<file path="config.mk">
export PLATFORM = sky130hd
export DESIGN_NAME = div_issue_ctrl
export DESIGN_NICKNAME = d
export VERILOG_FILES = /design/src/rtl/div_issue_ctrl_pkg.sv /design/src/rtl/div_reuse_cache.sv /design/src/rtl/div_issue_ctrl.sv
export SDC_FILE = /design/constraint.sdc
export NUM_CORES = 1
export LEC_CHECK = 0
export BUFFER_PORTS_ARGS = -buffer_cell sky130_fd_sc_hd__buf_4
export CAP_MARGIN = 40
export CORE_MARGIN = 5
export CORE_UTILIZATION = 46
export DETAILED_ROUTE_END_ITERATION = 10
export GPL_TIMING_DRIVEN = 1
export PLACE_DENSITY = 0.81
export SLEW_MARGIN = 20
export SYNTH_ARGS = -nofsm -noshare
export SYNTH_HDL_FRONTEND = slang
export SYNTH_SLANG_ARGS = --single-unit
</file>
<file path="constraint.sdc">
create_clock -name clk -period 3.6 [get_ports clk]
set_input_delay 1.08 -clock clk [delete_from_list [all_inputs] [get_ports clk]]
set_output_delay 1.08 -clock clk [all_outputs]
set_load 0.01 [all_outputs]
</file>
<file path="src/rtl/div_issue_ctrl_pkg.sv">
// Shared ALU divider-control types and constants.
package div_issue_ctrl_pkg;

  localparam int unsigned XLEN = 32;

  // Encoding matches funct3[1:0]: bit 0 = unsigned, bit 1 = remainder.
  typedef enum logic [1:0] {
    DivOpDiv  = 2'b00,
    DivOpDivu = 2'b01,
    DivOpRem  = 2'b10,
    DivOpRemu = 2'b11
  } div_op_t;

  typedef enum logic [2:0] {
    StIdle,
    StIssue,
    StWait,
    StDrain,
    StDone
  } div_ctrl_state_t;

  localparam logic [XLEN-1:0] DIV_ALL_ONES = {XLEN{1'b1}};
  localparam logic [XLEN-1:0] DIV_INT_MIN  = {1'b1, {(XLEN-1){1'b0}}};

  function automatic logic is_signed_op(div_op_t op);
    return !op[0];
  endfunction

endpackage

</file>
<file path="src/rtl/div_reuse_cache.sv">
// Single-entry cache of the last divider result; only built with DIV_RESULT_REUSE_EN.
`ifdef DIV_RESULT_REUSE_EN
module div_reuse_cache
  import div_issue_ctrl_pkg::*;
(
  input  logic            clk,
  input  logic            rst,
  input  logic            fill,
  input  logic            clear,
  input  logic [XLEN-1:0] fill_rs1,
  input  logic [XLEN-1:0] fill_rs2,
  input  logic            fill_signed,
  input  logic [XLEN-1:0] fill_quotient,
  input  logic [XLEN-1:0] fill_remainder,
  input  logic [XLEN-1:0] lookup_rs1,
  input  logic [XLEN-1:0] lookup_rs2,
  input  logic            lookup_signed,
  output logic            hit,
  output logic [XLEN-1:0] hit_quotient,
  output logic [XLEN-1:0] hit_remainder
);

  logic            valid_q;
  logic [XLEN-1:0] rs1_q, rs2_q, quotient_q, remainder_q;
  logic            signed_q;

  always_ff @(posedge clk) begin
    if (rst) begin
      valid_q     <= 1'b0;
      rs1_q       <= '0;
      rs2_q       <= '0;
      signed_q    <= 1'b0;
      quotient_q  <= '0;
      remainder_q <= '0;
    end else if (fill) begin
      valid_q     <= 1'b1;
      rs1_q       <= fill_rs1;
      rs2_q       <= fill_rs2;
      signed_q    <= fill_signed;
      quotient_q  <= fill_quotient;
      remainder_q <= fill_remainder;
    end else if (clear) begin
      valid_q <= 1'b0;
    end
  end

  assign hit = valid_q && (rs1_q == lookup_rs1) && (rs2_q == lookup_rs2) &&
               (signed_q == lookup_signed);
  assign hit_quotient  = quotient_q;
  assign hit_remainder = remainder_q;

endmodule
`endif

</file>
<file path="src/rtl/div_issue_ctrl.sv">
// RV32M divider issue/writeback controller with flush and watchdog.
// Define DIV_RESULT_REUSE_EN to reuse the last divider result for matching operands.
module div_issue_ctrl
  import div_issue_ctrl_pkg::*;
#(
  parameter int unsigned TAG_W          = 5,
  parameter int unsigned TIMEOUT_CYCLES = 96
) (
  input  logic             clk,
  input  logic             rst,
  input  logic             flush,
  input  logic             in_valid,
  output logic             in_ready,
  input  div_op_t          in_op,
  input  logic [XLEN-1:0]  in_rs1,
  input  logic [XLEN-1:0]  in_rs2,
  input  logic [TAG_W-1:0] in_tag,
  output logic             div_start,
  output logic             div_signed,
  output logic [XLEN-1:0]  div_dividend,
  output logic [XLEN-1:0]  div_divisor,
  input  logic             div_valid,
  input  logic [XLEN-1:0]  div_quotient,
  input  logic [XLEN-1:0]  div_remainder,
  output logic             out_valid,
  input  logic             out_ready,
  output logic [XLEN-1:0]  out_result,
  output logic [TAG_W-1:0] out_tag,
  output logic             out_err
);

  localparam int unsigned     WdogW    = $clog2(TIMEOUT_CYCLES);
  localparam logic [WdogW-1:0] WdogLast = WdogW'(TIMEOUT_CYCLES - 1);

  div_ctrl_state_t  state_q, state_d;
  div_op_t          op_q, op_d;
  logic [XLEN-1:0]  dividend_q, dividend_d;
  logic [XLEN-1:0]  divisor_q, divisor_d;
  logic [TAG_W-1:0] tag_q, tag_d;
  logic [XLEN-1:0]  result_q, result_d;
  logic             err_q, err_d;
  logic [WdogW-1:0] wdog_q, wdog_d;

  logic            in_div_zero, in_overflow, wdog_expired;
  logic            cache_hit;
  logic [XLEN-1:0] cache_quotient, cache_remainder;

  assign in_div_zero  = (in_rs2 == '0);
  assign in_overflow  = is_signed_op(in_op) && (in_rs1 == DIV_INT_MIN) &&
                        (in_rs2 == DIV_ALL_ONES);
  assign wdog_expired = (wdog_q == WdogLast);

`ifdef DIV_RESULT_REUSE_EN
  logic div_active, cache_fill, cache_clear;

  assign div_active  = (state_q == StWait) || (state_q == StDrain);
  // Drained results are still valid divider output, so they fill too.
  assign cache_fill  = div_active && div_valid;
  assign cache_clear = div_active && !div_valid && wdog_expired;

  div_reuse_cache u_reuse_cache (
    .clk            (clk),
    .rst            (rst),
    .fill           (cache_fill),
    .clear          (cache_clear),
    .fill_rs1       (dividend_q),
    .fill_rs2       (divisor_q),
    .fill_signed    (is_signed_op(op_q)),
    .fill_quotient  (div_quotient),
    .fill_remainder (div_remainder),
    .lookup_rs1     (in_rs1),
    .lookup_rs2     (in_rs2),
    .lookup_signed  (is_signed_op(in_op)),
    .hit            (cache_hit),
    .hit_quotient   (cache_quotient),
    .hit_remainder  (cache_remainder)
  );
`else
  assign cache_hit       = 1'b0;
  assign cache_quotient  = '0;
  assign cache_remainder = '0;
`endif

  always_ff @(posedge clk) begin
    if (rst) begin
      state_q    <= StIdle;
      op_q       <= DivOpDiv;
      dividend_q <= '0;
      divisor_q  <= '0;
      tag_q      <= '0;
      result_q   <= '0;
      err_q      <= 1'b0;
      wdog_q     <= '0;
    end else begin
      state_q    <= state_d;
      op_q       <= op_d;
      dividend_q <= dividend_d;
      divisor_q  <= divisor_d;
      tag_q      <= tag_d;
      result_q   <= result_d;
      err_q      <= err_d;
      wdog_q     <= wdog_d;
    end
  end

  always_comb begin
    state_d    = state_q;
    op_d       = op_q;
    dividend_d = dividend_q;
    divisor_d  = divisor_q;
    tag_d      = tag_q;
    result_d   = result_q;
    err_d      = err_q;
    wdog_d     = wdog_q;

    unique case (state_q)
      StIdle: begin
        if (in_valid && !flush) begin
          op_d       = in_op;
          dividend_d = in_rs1;
          divisor_d  = in_rs2;
          tag_d      = in_tag;
          err_d      = 1'b0;
          state_d    = StDone;
          if (in_div_zero) begin
            result_d = in_op[1] ? in_rs1 : DIV_ALL_ONES;
          end else if (in_overflow) begin
            result_d = in_op[1] ? '0 : in_rs1;
          end else if (cache_hit) begin
            result_d = in_op[1] ? cache_remainder : cache_quotient;
          end else begin
            state_d = StIssue;
          end
        end
      end
      StIssue: begin
        // Divider is already started, so a flush here must still drain it.
        wdog_d  = '0;
        state_d = flush ? StDrain : StWait;
      end
      StWait: begin
        if (div_valid) begin
          result_d = op_q[1] ? div_remainder : div_quotient;
          err_d    = 1'b0;
          state_d  = flush ? StIdle : StDone;
        end else if (wdog_expired) begin
          result_d = '0;
          err_d    = 1'b1;
          state_d  = flush ? StIdle : StDone;
        end else begin
          wdog_d = wdog_q + WdogW'(1);
          if (flush) state_d = StDrain;
        end
      end
      StDrain: begin
        if (div_valid || wdog_expired) begin
          state_d = StIdle;
        end else begin
          wdog_d = wdog_q + WdogW'(1);
        end
      end
      StDone: begin
        if (flush || out_ready) state_d = StIdle;
      end
      default: state_d = StIdle;
    endcase
  end

  assign in_ready     = (state_q == StIdle);
  assign div_start    = (state_q == StIssue);
  assign div_signed   = (state_q inside {StIssue, StWait, StDrain}) && is_signed_op(op_q);
  assign div_dividend = dividend_q;
  assign div_divisor  = divisor_q;
  assign out_valid    = (state_q == StDone);
  assign out_result   = result_q;
  assign out_tag      = tag_q;
  assign out_err      = err_q;

endmodule
</file>
==> results.toml, run 1 <==
[final_layout]
multi_input_area_um2 = 2530
area_growth_pct = 49.7
fillers = 846
antenna_cells = 0
register_area_um2 = 2280
final_common_cell = "buf_4"
nets = 1005
layout_common_cells = "253 x buf_4, 152 x nand2_1, 138 x a21oi_1, 113 x dfxtp_1, 46 x nor2_1"
drive_gt1_share_pct = 33.8

[clocking]
cts_root_buf = "clkbuf_8"
post_cts_buffers = 0
cts_tree = "yes"
htreeDepth = 4
postCtsHoldBufs = 0
cts_buffers = 17
cts.sinks = 114
cts_resized = 0
path_clk_slew_ps = 50
clock_path_buffers = 2
clock_latency_ps = 520

[drt]
wl_um = 18400
ant_nets = 0
drcViolationCount = 0
wl_per_cell_um = 18.1
drt_pass1_iterations = 5
via_per_inst = 5.56
drtIter0Drc = 408
vias = 5639

[sta]
rsz0062_at_grt = "false"
max_freq_ghz = 0.337
worstMarginPinSlew_ps = 802
slew-limit-headroom_pct = 46.6
min_period_ps = 2970
fin_skew_ps = 8.38
hold_viol_final = 0
fin_crit_sh_pct = 82.4
holdWs_ps = 454
maxSlewViolCount = 0
setup_tns_ps = 0
setup-violations-final = 0

[critical_path]
reg2reg_from = "state_q[2]"
critical_path_class = "input port to flip-flop"
required_ps = 3980
crit_fanout = 32
end_kind = "flip-flop"
cp.arrival_ps = 3350
rr_worst_depth = 7
reg2reg_slack_ps = 1320
timing.rr.end = "out_result[18]"
start_kind = "input port"

[floorplanning]
initial_core_util_pct = 46.7
rows = 38
io_pins = 247
die_h_um = 115
core_area_um2 = 10800
die_w_um = 115
die_area_um2 = 13100

[synth]
synth_cell_types = 38
yosys_warnings = 0
synthSimpleGateAreaFrac_pct = 21.3
synth.net_count = 777
synth_top_family_by_area = "simple AND/OR/NAND/NOR gates"
synth_compound_area_share_pct = 21.1
netlist_instances = 635
avgSynthCellArea_um2 = 7.94
ys_ff_latch = 114
synthAdderAreaFrac_pct = 0.248
muxShareOfSynthArea_pct = 6.36
synth_area_um2 = 5040
ys_seq_area_share_pct = 45.3
synth_xor_xnor_area_share_pct = 0.869

[global_route]
grt_pass1_vias = 5668
grt_start_max_net_pins = 73
grt_usage_pct = 27.6
overflow = 0
grt_pass1_wl_um = 28500
antenna_found_initial = 0

[pwr]
p_total_mw = 3.57
power_switching_share_pct = 25.4
combinationalPowerShare_pct = 16.8
p_per_area_nw_per_um2 = 474
p_clk_share_pct = 44.8
leakagePower_nw = 3.11
sequentialPowerShare_pct = 38.4
ir_worst_vdd_mv = 0.336
net-switching-power_uw = 910
internal_power_mw = 2.66

[placement]
hpwlAfterDp_um = 13400
port_buffers = 246
gp_congestion = 0.877

[worst_hold_path]
hold_path_class = "flip-flop to flip-flop"
hold_depth = 2
whs_endpoint = "div_dividend[25]"
worstHoldStart = "div_dividend[25]"

[job]
drv_cap = 0

[outcome]
outcome = "finished, final reports clean"
## area by class of cell
type / count / share of cell area (%)
sequential: 114 / 30.3
clock inverter: 5 / 0.995
inverter: 5 / 0.249
tap: 140 / 2.32
clock buffer: 26 / 6.47
multi-input combinational: 468 / 33.5
timing repair buffer: 257 / 26.2
## synth_stat cells, drive strengths merged
library cell / n / area, um^2
ha: 1 / 12.5
and2: 1 / 6.26
nand3b: 1 / 7.51
a21o: 1 / 7.51
o21ai: 2 / 10.0
mux2i: 32 / 320
dfxtp: 114 / 2280
nor3b: 2 / 15.0
nor2: 46 / 173
xnor2: 1 / 8.76
nand4b: 3 / 26.3
or2: 3 / 18.8
nand4: 10 / 62.6
a211oi: 32 / 260
o31ai: 2 / 15.0
a31oi: 1 / 6.26
nand3: 2 / 10.0
or4: 3 / 26.3
inv: 5 / 18.8
xor2: 4 / 35.0
clkbuf: 38 / 143
nand2: 152 / 571
nor3: 4 / 20.0
o311a: 1 / 21.3
buf: 10 / 86.3
a22oi: 1 / 7.51
a21oi: 139 / 696
o21bai: 1 / 7.51
nor4: 15 / 93.8
nand2b: 3 / 18.8
nand4bb: 1 / 11.3
or3: 2 / 12.5
o211ai: 1 / 21.3
o32ai: 1 / 8.76
## worst max-delay path, cell delays in order
cell	delay, ps
buf_4	120
nand4b_1	170
or4_1	520
or4_4	570
o211ai_4	250
o311a_4	490
a211oi_1	130
## sequential cells by signal, summed over array words and instances, names as in the netlist
register / count
div_dividend: 32
out_result: 32
out_err: 1
wdog_q: 7
state_q: 3
out_tag: 5
div_divisor: 32
op_q: 2
## metrics by stage
| stage | std cells | instance area, um^2 | worst slack, ps | utilization (%) |
|---|---|---|---|---|
| 3_3_place_gp | 982 | 6940 | 135 | 64.3 |
| 6_report | 1015 | 7550 | 632 | 69.9 |
| 3_5_place_dp | 984 | 6980 | 103 | 64.7 |
| 4_1_cts | 1015 | 7550 | 658 | 69.9 |
| 2_1_floorplan | 635 | 5040 | 441 | - |
| 5_1_grt | 1015 | 7550 | 555 | 69.9 |
## per-layer routing
layer | vias to the layer above | GRT usage, % | share of wire, %
met5 | - | 0 | 0
li1 | 2674 | - | -
met3 | 56 | 7.08 | 7.6
met1 | 2645 | 32.2 | 38
met2 | 264 | 46.2 | 50
met4 | 0 | 14.8 | 4.3
## cell families (layout without fill, tap and decap cells)
| group | after synthesis | after routing |
|---|---|---|
| AND/OR/NAND/NOR | 248 | 248 |
| AO/OA/AOI/OAI | 182 | 182 |
| flip-flops | 114 | 114 |
| buffers and inverters | 53 | 293 |
| multiplexers | 32 | 32 |
| XOR/XNOR | 5 | 5 |
| adder cells (fa/ha/maj) | 1 | 1 |
## power by group through the flow
| stage | clock network [mW] | registers [mW] | logic, mW |
|---|---|---|---|
| after floorplan | 0 | 1.42 | 0.252 |
| after global placement | 0 | 1.40 | 0.574 |
| after detailed placement | 0 | 1.40 | 0.597 |
| after CTS | 1.62 | 1.37 | 0.602 |
| after global routing | 1.68 | 1.38 | 0.650 |
| final | 1.60 | 1.37 | 0.602 |
## how the worst max path moves through the flow
stage,start,end,cells after the start
after global routing,in_rs1[26],out_result[10],7
after floorplan,in_rs1[26],out_result[0],7
final,in_rs1[26],out_result[18],7
after global placement,in_rs1[26],out_result[16],7
after detailed placement,in_rs1[26],out_result[0],7
after CTS,in_rs1[26],out_result[7],7
(Power assumes the default switching activity.)
==> inputs of run 2 (changes only) <==
Clock period 3.6 ns to 2.82 ns, I/O delays scaled along.
==> results.toml, run 2 (synthesis gave the netlist of run 1 again) <==
[outcome]
outcome = "finished, final reports clean"

[global_route]
overflow = 0
grt_pass1_wl_um = 28200
grt_pass1_vias = 5548
grt_usage_pct = 27.2
antenna_found_initial = 0
grt_start_max_net_pins = 73

[clocking]
post_cts_buffers = 0
clock_path_buffers = 2
cts_root_buf = "clkbuf_8"
postCtsHoldBufs = 0
clock_latency_ps = 500
htreeDepth = 4
cts_tree = "yes"
cts_buffers = 17
path_clk_slew_ps = 50
cts_resized = 0
cts.sinks = 114

[worst_hold_path]
hold_path_class = "flip-flop to flip-flop"

[sta]
worstMarginPinSlew_ps = 774
rsz0062_at_grt = "false"
slew-limit-headroom_pct = 48.4
layout_setup_ws_ps = 186
min_period_ps = 2630
maxSlewViolCount = 0
max_freq_ghz = 0.380
fin_crit_sh_pct = 93.4
setup-violations-final = 0
fin_skew_ps = 7.64
hold_viol_final = 0
holdWs_ps = 453

[pwr]
combinationalPowerShare_pct = 16.8
leakagePower_nw = 3.27
p_total_mw = 4.75
ir_worst_vdd_mv = 0.324
net-switching-power_mw = 1.19
power_switching_share_pct = 25.1
p_clk_share_pct = 46.4
sequentialPowerShare_pct = 36.8
p_per_area_nw_per_um2 = 607
internal_power_mw = 3.56

[final_layout]
area_growth_pct = 55.2
nets = 1034
drive_gt1_share_pct = 37.0
post-route-util_pct = 72.5
fillers = 842
layout_common_cells = "284 x buf_4, 152 x nand2_1, 138 x a21oi_1, 113 x dfxtp_1, 46 x nor2_1"
stdcell_area_um2 = 7820
final_common_cell = "buf_4"
antenna_cells = 0

[drt]
drcViolationCount = 0
via_per_inst = 5.49
ant_nets = 0
wl_um = 18400
drt_pass1_iterations = 5
vias = 5736
wl_per_cell_um = 17.6
drtIter0Drc = 418

[floorplanning]
io_pins = 247
die_area_um2 = 13100
die_w_um = 115
die_h_um = 115
rows = 38
initial_core_util_pct = 46.7
core_area_um2 = 10800

[placement]
hpwlAfterDp_um = 13800
post_dp_cell_area_um2 = 7210
port_buffers = 246
post-place-ws_ps = -312
gp_congestion = 0.904

[critical_path]
required_ps = 3230
start_kind = "input port"
critical_path_class = "input port to flip-flop"
end_kind = "flip-flop"
crit_fanout = 20
cp.arrival_ps = 3040

[job]
drv_cap = 0
## run 2: cell type report
type                       count  area, um^2  area share [%]
inverter                       5        18.8           0.240
clock inverter                10         156            2.00
tap                          140         175            2.24
clock buffer                  22         453            5.79
multi-input combinational    468        2560            32.8
sequential                   114        2280            29.2
timing repair buffer         286        2170            27.8
## run 2: critical path, cell delays in order
cell and delay (ps):
buf_4 120, nor4_1 500, buf_4 200, nand4_1 100
or4_4 460, o211ai_4 210, buf_4 270, a21oi_1 100
a211oi_1 230
## run 2: layer usage
metal	vias up	track usage, %	routed length [um]
li1	2738	-	-
met1	2660	32.9	7080
met2	289	44.4	8970
met3	49	7.66	1640
met4	0	13.1	688
met5	-	0	0
## run 2: path summary, 6_finish.rpt
path	from	slack, ps	to	cells past startpoint
max	in_rs1[9]	190	out_result[9]	9
min	div_divisor[9]	450	div_divisor[9]	2
max reg2reg	state_q[2]	730	out_result[4]	8
min reg2reg	div_divisor[9]	450	div_divisor[9]	2
## run 2: through the flow
step	TNS, ps	std cells
6_report	0	1045
5_1_grt	0	1045
4_1_cts	0	1045
3_5_place_dp	-8130	1013
3_3_place_gp	-6860	1013
2_1_floorplan	-816	635
## run 2: power groups by stage
stage / logic (mW) / clock network (mW) / registers (mW)
after floorplan: 0.329 / 0 / 1.81
after global placement: 0.772 / 0 / 1.78
after detailed placement: 0.791 / 0 / 1.78
after CTS: 0.796 / 2.22 / 1.75
after global routing: 0.862 / 2.31 / 1.76
final: 0.799 / 2.20 / 1.75
